[src/rtl/pc_pkg.sv]
`default_nettype none
// ============================================================================
// Module   : pc_pkg
// Purpose  : Shared constants, next-PC source encoding and word alignment
//            helper for the program-counter unit.
// Revision : 1.0 - initial release
// ============================================================================
package pc_pkg;

    localparam int INSTR_BYTES = 4;
    // Widest address the alignment helper handles; callers zero-extend into it.
    localparam int MAX_XLEN    = 64;

    typedef enum logic [2:0] {
        SRC_HOLD  = 3'd0,
        SRC_SEQ   = 3'd1,
        SRC_JUMP  = 3'd2,
        SRC_RET   = 3'd3,
        SRC_REDIR = 3'd4,
        SRC_TRAP  = 3'd5
    } pc_src_e;

    function automatic logic [MAX_XLEN-1:0] align_word(input logic [MAX_XLEN-1:0] addr);
        return addr & ~MAX_XLEN'(3);
    endfunction

endpackage
`default_nettype wire

[src/rtl/pc_ras.sv]
`default_nettype none
// ============================================================================
// Module   : pc_ras
// Purpose  : Circular return-address stack; a push when full overwrites the
//            oldest entry. Pointer and count clear asynchronously on clr.
// Revision : 1.0 - initial release
// ============================================================================
module pc_ras #(
    parameter int RAS_DEPTH = 4,
    parameter int XLEN      = 32
) (
    input  logic                         clk,
    input  logic                         clr,
    input  logic                         push,
    input  logic                         pop,
    input  logic [XLEN-1:0]              push_data,
    output logic [XLEN-1:0]              top,
    output logic [$clog2(RAS_DEPTH):0]   count,
    output logic                         empty,
    output logic                         full
);

    localparam int c_ptr_w = $clog2(RAS_DEPTH);

    logic [XLEN-1:0]    r_mem [RAS_DEPTH];
    logic [c_ptr_w-1:0] r_ptr;
    logic [c_ptr_w:0]   r_count;
    logic [c_ptr_w-1:0] w_top_idx;
    logic               w_pop;

    // r_ptr is the next free slot; the top of stack sits just below it.
    assign w_top_idx = r_ptr - c_ptr_w'(1);
    assign top       = r_mem[w_top_idx];
    assign count     = r_count;
    assign empty     = (r_count == '0);
    assign full      = (r_count == (c_ptr_w+1)'(RAS_DEPTH));
    assign w_pop     = pop & ~empty;

    always_ff @(posedge clk or posedge clr) begin
        if (clr) begin
            r_ptr   <= '0;
            r_count <= '0;
        end else begin
            unique case ({push, w_pop})
                2'b10: begin
                    r_ptr <= r_ptr + c_ptr_w'(1);
                    if (!full) begin
                        r_count <= r_count + (c_ptr_w+1)'(1);
                    end
                end
                2'b01: begin
                    r_ptr   <= w_top_idx;
                    r_count <= r_count - (c_ptr_w+1)'(1);
                end
                default: ;
            endcase
        end
    end

    // Simultaneous push and pop replaces the top entry in place.
    always_ff @(posedge clk) begin
        if (push) begin
            r_mem[w_pop ? w_top_idx : r_ptr] <= push_data;
        end
    end

endmodule
`default_nettype wire

[src/rtl/pc_unit.sv]
`default_nettype none
// ============================================================================
// Module   : pc_unit
// Purpose  : Fetch program counter with trap/redirect/return/jump priority
//            flushes, sequential advance and a return-address stack.
// Revision : 1.0 - initial release
// ============================================================================
module pc_unit
    import pc_pkg::*;
#(
    parameter int              XLEN         = 32,
    parameter logic [XLEN-1:0] RESET_VECTOR = '0,
    parameter logic [XLEN-1:0] TRAP_VECTOR  = XLEN'(32'h0000_0100),
    parameter int              RAS_DEPTH    = 4
) (
    input  logic                       clk,
    input  logic                       clr,
    output logic                       fetch_valid,
    input  logic                       fetch_ready,
    input  logic                       stall,
    input  logic                       trap,
    input  logic                       redirect_valid,
    input  logic [XLEN-1:0]            redirect_target,
    input  logic                       jump_valid,
    input  logic [XLEN-1:0]            jump_target,
    input  logic                       jump_link,
    input  logic                       ret_valid,
    output logic [XLEN-1:0]            pc,
    output logic                       misalign,
    output logic                       ras_underflow,
    output logic [$clog2(RAS_DEPTH):0] ras_count
);

    logic [XLEN-1:0]     r_pc;
    logic                r_fetch_valid;
    logic                r_misalign;
    logic                r_underflow;

    pc_src_e             w_src;
    logic [XLEN-1:0]     w_raw;
    logic [XLEN-1:0]     w_pc_inc;
    logic [XLEN-1:0]     w_aligned;
    logic [MAX_XLEN-1:0] w_al_ext;
    logic                w_accept;
    logic                w_flush;
    logic                w_misalign;
    logic                w_underflow;
    logic                w_push;
    logic                w_pop;
    logic [XLEN-1:0]     w_ras_top;
    logic                w_ras_empty;
    logic                w_ras_full_unused;

    assign w_accept = r_fetch_valid & fetch_ready & ~stall;
    assign w_pc_inc = r_pc + XLEN'(INSTR_BYTES);

    always_comb begin
        w_src = SRC_HOLD;
        w_raw = r_pc;
        if (trap) begin
            w_src = SRC_TRAP;
            w_raw = TRAP_VECTOR;
        end else if (redirect_valid) begin
            w_src = SRC_REDIR;
            w_raw = redirect_target;
        end else if (ret_valid) begin
            w_src = SRC_RET;
            w_raw = w_ras_empty ? TRAP_VECTOR : w_ras_top;
        end else if (jump_valid) begin
            w_src = SRC_JUMP;
            w_raw = jump_target;
        end else if (w_accept) begin
            w_src = SRC_SEQ;
            w_raw = w_pc_inc;
        end
    end

    assign w_flush     = (w_src != SRC_HOLD) && (w_src != SRC_SEQ);
    assign w_misalign  = w_flush & (|w_raw[1:0]);
    assign w_underflow = (w_src == SRC_RET) & w_ras_empty;
    assign w_push      = (w_src == SRC_JUMP) & jump_link;
    assign w_pop       = (w_src == SRC_RET) & ~w_ras_empty;
    assign w_al_ext    = align_word(MAX_XLEN'(w_raw));

    if (XLEN < MAX_XLEN) begin : g_trunc
        logic [MAX_XLEN-XLEN-1:0] w_unused_hi;
        assign {w_unused_hi, w_aligned} = w_al_ext;
    end else begin : g_full
        assign w_aligned = w_al_ext;
    end

    always_ff @(posedge clk or posedge clr) begin
        if (clr) begin
            r_pc          <= RESET_VECTOR;
            r_fetch_valid <= 1'b0;
            r_misalign    <= 1'b0;
            r_underflow   <= 1'b0;
        end else begin
            r_fetch_valid <= 1'b1;
            r_misalign    <= w_misalign;
            r_underflow   <= w_underflow;
            if (w_src != SRC_HOLD) begin
                r_pc <= w_aligned;
            end
        end
    end

    pc_ras #(
        .RAS_DEPTH (RAS_DEPTH),
        .XLEN      (XLEN)
    ) u_ras (
        .clk       (clk),
        .clr       (clr),
        .push      (w_push),
        .pop       (w_pop),
        .push_data (w_pc_inc),
        .top       (w_ras_top),
        .count     (ras_count),
        .empty     (w_ras_empty),
        .full      (w_ras_full_unused)
    );

    assign pc            = r_pc;
    assign fetch_valid   = r_fetch_valid;
    assign misalign      = r_misalign;
    assign ras_underflow = r_underflow;

endmodule
`default_nettype wire

[config.mk]
export PLATFORM = sky130hd
export DESIGN_NAME = pc_unit
export DESIGN_NICKNAME = d
export VERILOG_FILES = /design/src/rtl/pc_pkg.sv /design/src/rtl/pc_ras.sv /design/src/rtl/pc_unit.sv
export SDC_FILE = /design/constraint.sdc
export NUM_CORES = 1
export LEC_CHECK = 0
export ABC_AREA = 0
export CORE_AREA = 2 2 132 134
export DETAILED_ROUTE_END_ITERATION = 7
export DIE_AREA = 0 0 134 136
export PLACE_DENSITY = 0.76
export SLEW_MARGIN = 20
export SYNTH_ARGS = -nofsm -noshare
export SYNTH_HDL_FRONTEND = slang
export SYNTH_HIERARCHICAL = 1
export SYNTH_SLANG_ARGS = --single-unit
[constraint.sdc]
create_clock -name clk -period 4.11 [get_ports clk]
set_input_delay 0.822 -clock clk [delete_from_list [all_inputs] [get_ports clk]]
set_output_delay 0.822 -clock clk [all_outputs]
set_load 0.05 [all_outputs]
==> impl_metrics.ini <==
[routing]
detail_route.iter0.violations = 814
viasPerCell = 6.146
vias = 6023
first_pass_iters = 7
ant_nets = 0
wl_um = 22560
wl_per_cell_um = 23.02
drc = 0

[global_route]
grt_first_pass_wirelength_um = 34670
grt_pass1_vias = 6138
grt_overflow = 0
grt_start_max_net_pins = 49
grt_use_total_pct = 25.72
antenna_found_initial = 0

[logic_synthesis]
postSynthCellCount = 625
yosysSeqAreaShare_pct = 58.04
synth_ff_type = edfxtp_1
syn_area_um2 = 8260
ys_top_cells_by_area = edfxtp_1, dfrtp_1, mux4_2
yosysWarnings = 6
yosysUniqueCellTypes = 72
yosysTopAreaCellShare_pct = 46.53
synth-seq-cells = 166
synth_area_per_cell_um2 = 13.22
async_flop_share_pct = 22.89
yosys.area.top_type = edfxtp_1
synthTopCellsByCount = edfxtp_1, nand2_1, dfrtp_1
synth_edf_count = 128
synth.most_common_cell = edfxtp_1

[timing]
setup_violations = 0
hold_viol = 0
tns_ns = 0
period_share_pct = 80.98
slew_viol_final = 0
skew_ns = 0.006881
fin_crit_ns = 3.328
slew_headroom_pct = 43.90
worst_slack_ns = 0.7818
rsz0062_at_grt = no
timing.fmax_mhz = 300.5
tightest_slew_ns = 0.8384

[pwr]
powerDensity_nw_per_um2 = 494.9
max-vdd-ir-drop_v = 0.0002650
leakagePower_nw = 3.671

[placed_design]
numPortBuffers = 108
place_ws_ns = 0.4379
hpwl_um = 15340
placed_area_um2 = 9696
dpl.cell_count = 948
place_congestion = 0.8881

[floorplanning]
placementRows = 48
die_area_um2 = 18220
core_area_um2 = 16880
die_x_um = 134
initial_core_util_pct = 48.95
pin_count = 111
dieHeight_um = 136

[min_path]
hold_depth = 1
hold_class = flop to flop
min_from = pc[30]$_DFFE_PP0P_

[worst_setup_path]
required_ns = 4.40
crit_path_end_kind = flop
r2r_setup_slack_ns = 1.24
start_kind = input pin
path_max_fanout = 20
arrival_ns = 3.62
ff2ff_path_depth = 11
rr_endpoint = u_ras/count[2]$_DFFE_PP0P_
rr_startpoint = u_ras/count[1]$_DFFE_PP0P_
path_class = input pin to flop
crit_start = trap
crit_end = u_ras/count[2]$_DFFE_PP0P_

[layout]
insertedDiodeCount = 0
fin_cells = 980
fin_area_um2 = 10280
layout-drive-gt1-share_pct = 16.16
area_delta_synth_final_pct = 24.42
fin_nets = 820

[run_status]
status = finished, final reports clean

[clocking]
cts_tree = done
ctsHoldBuffers = 0
numCtsBuffers = 17
clkSlewWorstSetupHoldPaths_ns = 0.07
h-tree-depth = 4
root_buffer = clkbuf_16
post_cts_resized = 0
clock_latency_ns = 0.43
cts_sinks = 166
clock_path_buffers = 2
cts_setup_buffers = 0

[flow_run]
maxCapViolations = 0
==> registers in the layout (all words and copies together) (netlist names) <==
register	flops
u_ras/count	3
u_ras/r_mem	128
ras_underflow	1
u_ras/r_ptr	2
pc	30
misalign	1
fetch_valid	1
==> through the flow <==
step	hold slack, ns	util [%]	power [mW]
final	0.5812	60.90	5.087
after detailed placement	0.5615	57.45	3.540
after global placement	0.5696	57.45	3.494
after floorplan	0.6005	-	3.079
after global routing	0.5831	60.90	5.282
after CTS	0.5809	60.90	5.099
==> where the power goes <==
group / leakage (nW) / internal (mW) / switching (mW)
Sequential: 1.65 / 1.92 / 0.230
Combinational: 1.74 / 0.638 / 0.722
Clock: 0.278 / 0.861 / 0.714
Total: 3.67 / 3.42 / 1.67
==> logic make-up (layout without fill, tap and decap cells) <==
logic type / after synthesis / count (layout) / synth area share, %
flip-flops: 166 / 166 / 58.04
adder cells (fa/ha/maj): 5 / 5 / 0.7573
buffers and inverters: 71 / 192 / 3.590
AND/OR/NAND/NOR: 173 / 173 / 12.51
XOR/XNOR: 34 / 34 / 3.605
other: 2 / 11 / 0.09092
multiplexers: 43 / 43 / 10.12
AO/OA/AOI/OAI: 131 / 131 / 11.28
==> routing by layer <==
layer,track usage (%),share of wire [%],vias to the layer above
met3,5.705,9.0,49
met4,11.05,3.0,0
met1,32.75,39,2967
met2,42.71,49,348
met5,0,0,-
li1,-,-,2659
==> worst min path at each step <==
| stage | slack (ns) | endpoint |
|---|---|---|
| after floorplan | 0.60 | u_ras/count[0]$_DFFE_PP0P_ |
| after global placement | 0.57 | pc[30]$_DFFE_PP0P_ |
| after detailed placement | 0.56 | pc[30]$_DFFE_PP0P_ |
| after CTS | 0.58 | pc[30]$_DFFE_PP0P_ |
| after global routing | 0.58 | pc[30]$_DFFE_PP0P_ |
| final | 0.58 | pc[30]$_DFFE_PP0P_ |
==> worst max-delay path, cell delays in order <==
cell and delay [ns]:
clkdlybuf4s50_1 0.52, buf_4 0.33, nor2_1 0.15, and3_1 0.24, inv_1 0.23, ha_1 0.38
xor2_1 0.15, ha_1 0.23, a21o_1 0.20, a21oi_1 0.21, o221ai_1 0.15
==> layout make-up <==
class | count | area [um2]
timing repair buffer | 132 | 1281
tap | 225 | 281.5
clock inverter | 15 | 156.4
clock buffer | 17 | 425.4
inverter | 28 | 105.1
fill | 1249 | 6599
multi-input combinational | 397 | 3232
sequential | 166 | 4796
==> cell usage in the layout (no fill, tap or decap), drive strengths merged, types with 7 or more instances in the layout <==
cell,n
and3,7
o21ai,18
nand3b,8
nor2b,13
nor3,16
edfxtp,128
mux4,32
nor2,24
mux2i,7
conb,11
a221oi,14
xnor2,23
and4,7
nand4,19
o221ai,7
clkdlybuf4s50,107
buf,25
o211ai,7
a21oi,34
nand3,13
clkbuf,17
nand2,42
o31ai,10
dfrtp,38
xor2,11
inv,39
Power figures use the tool's default switching activity.
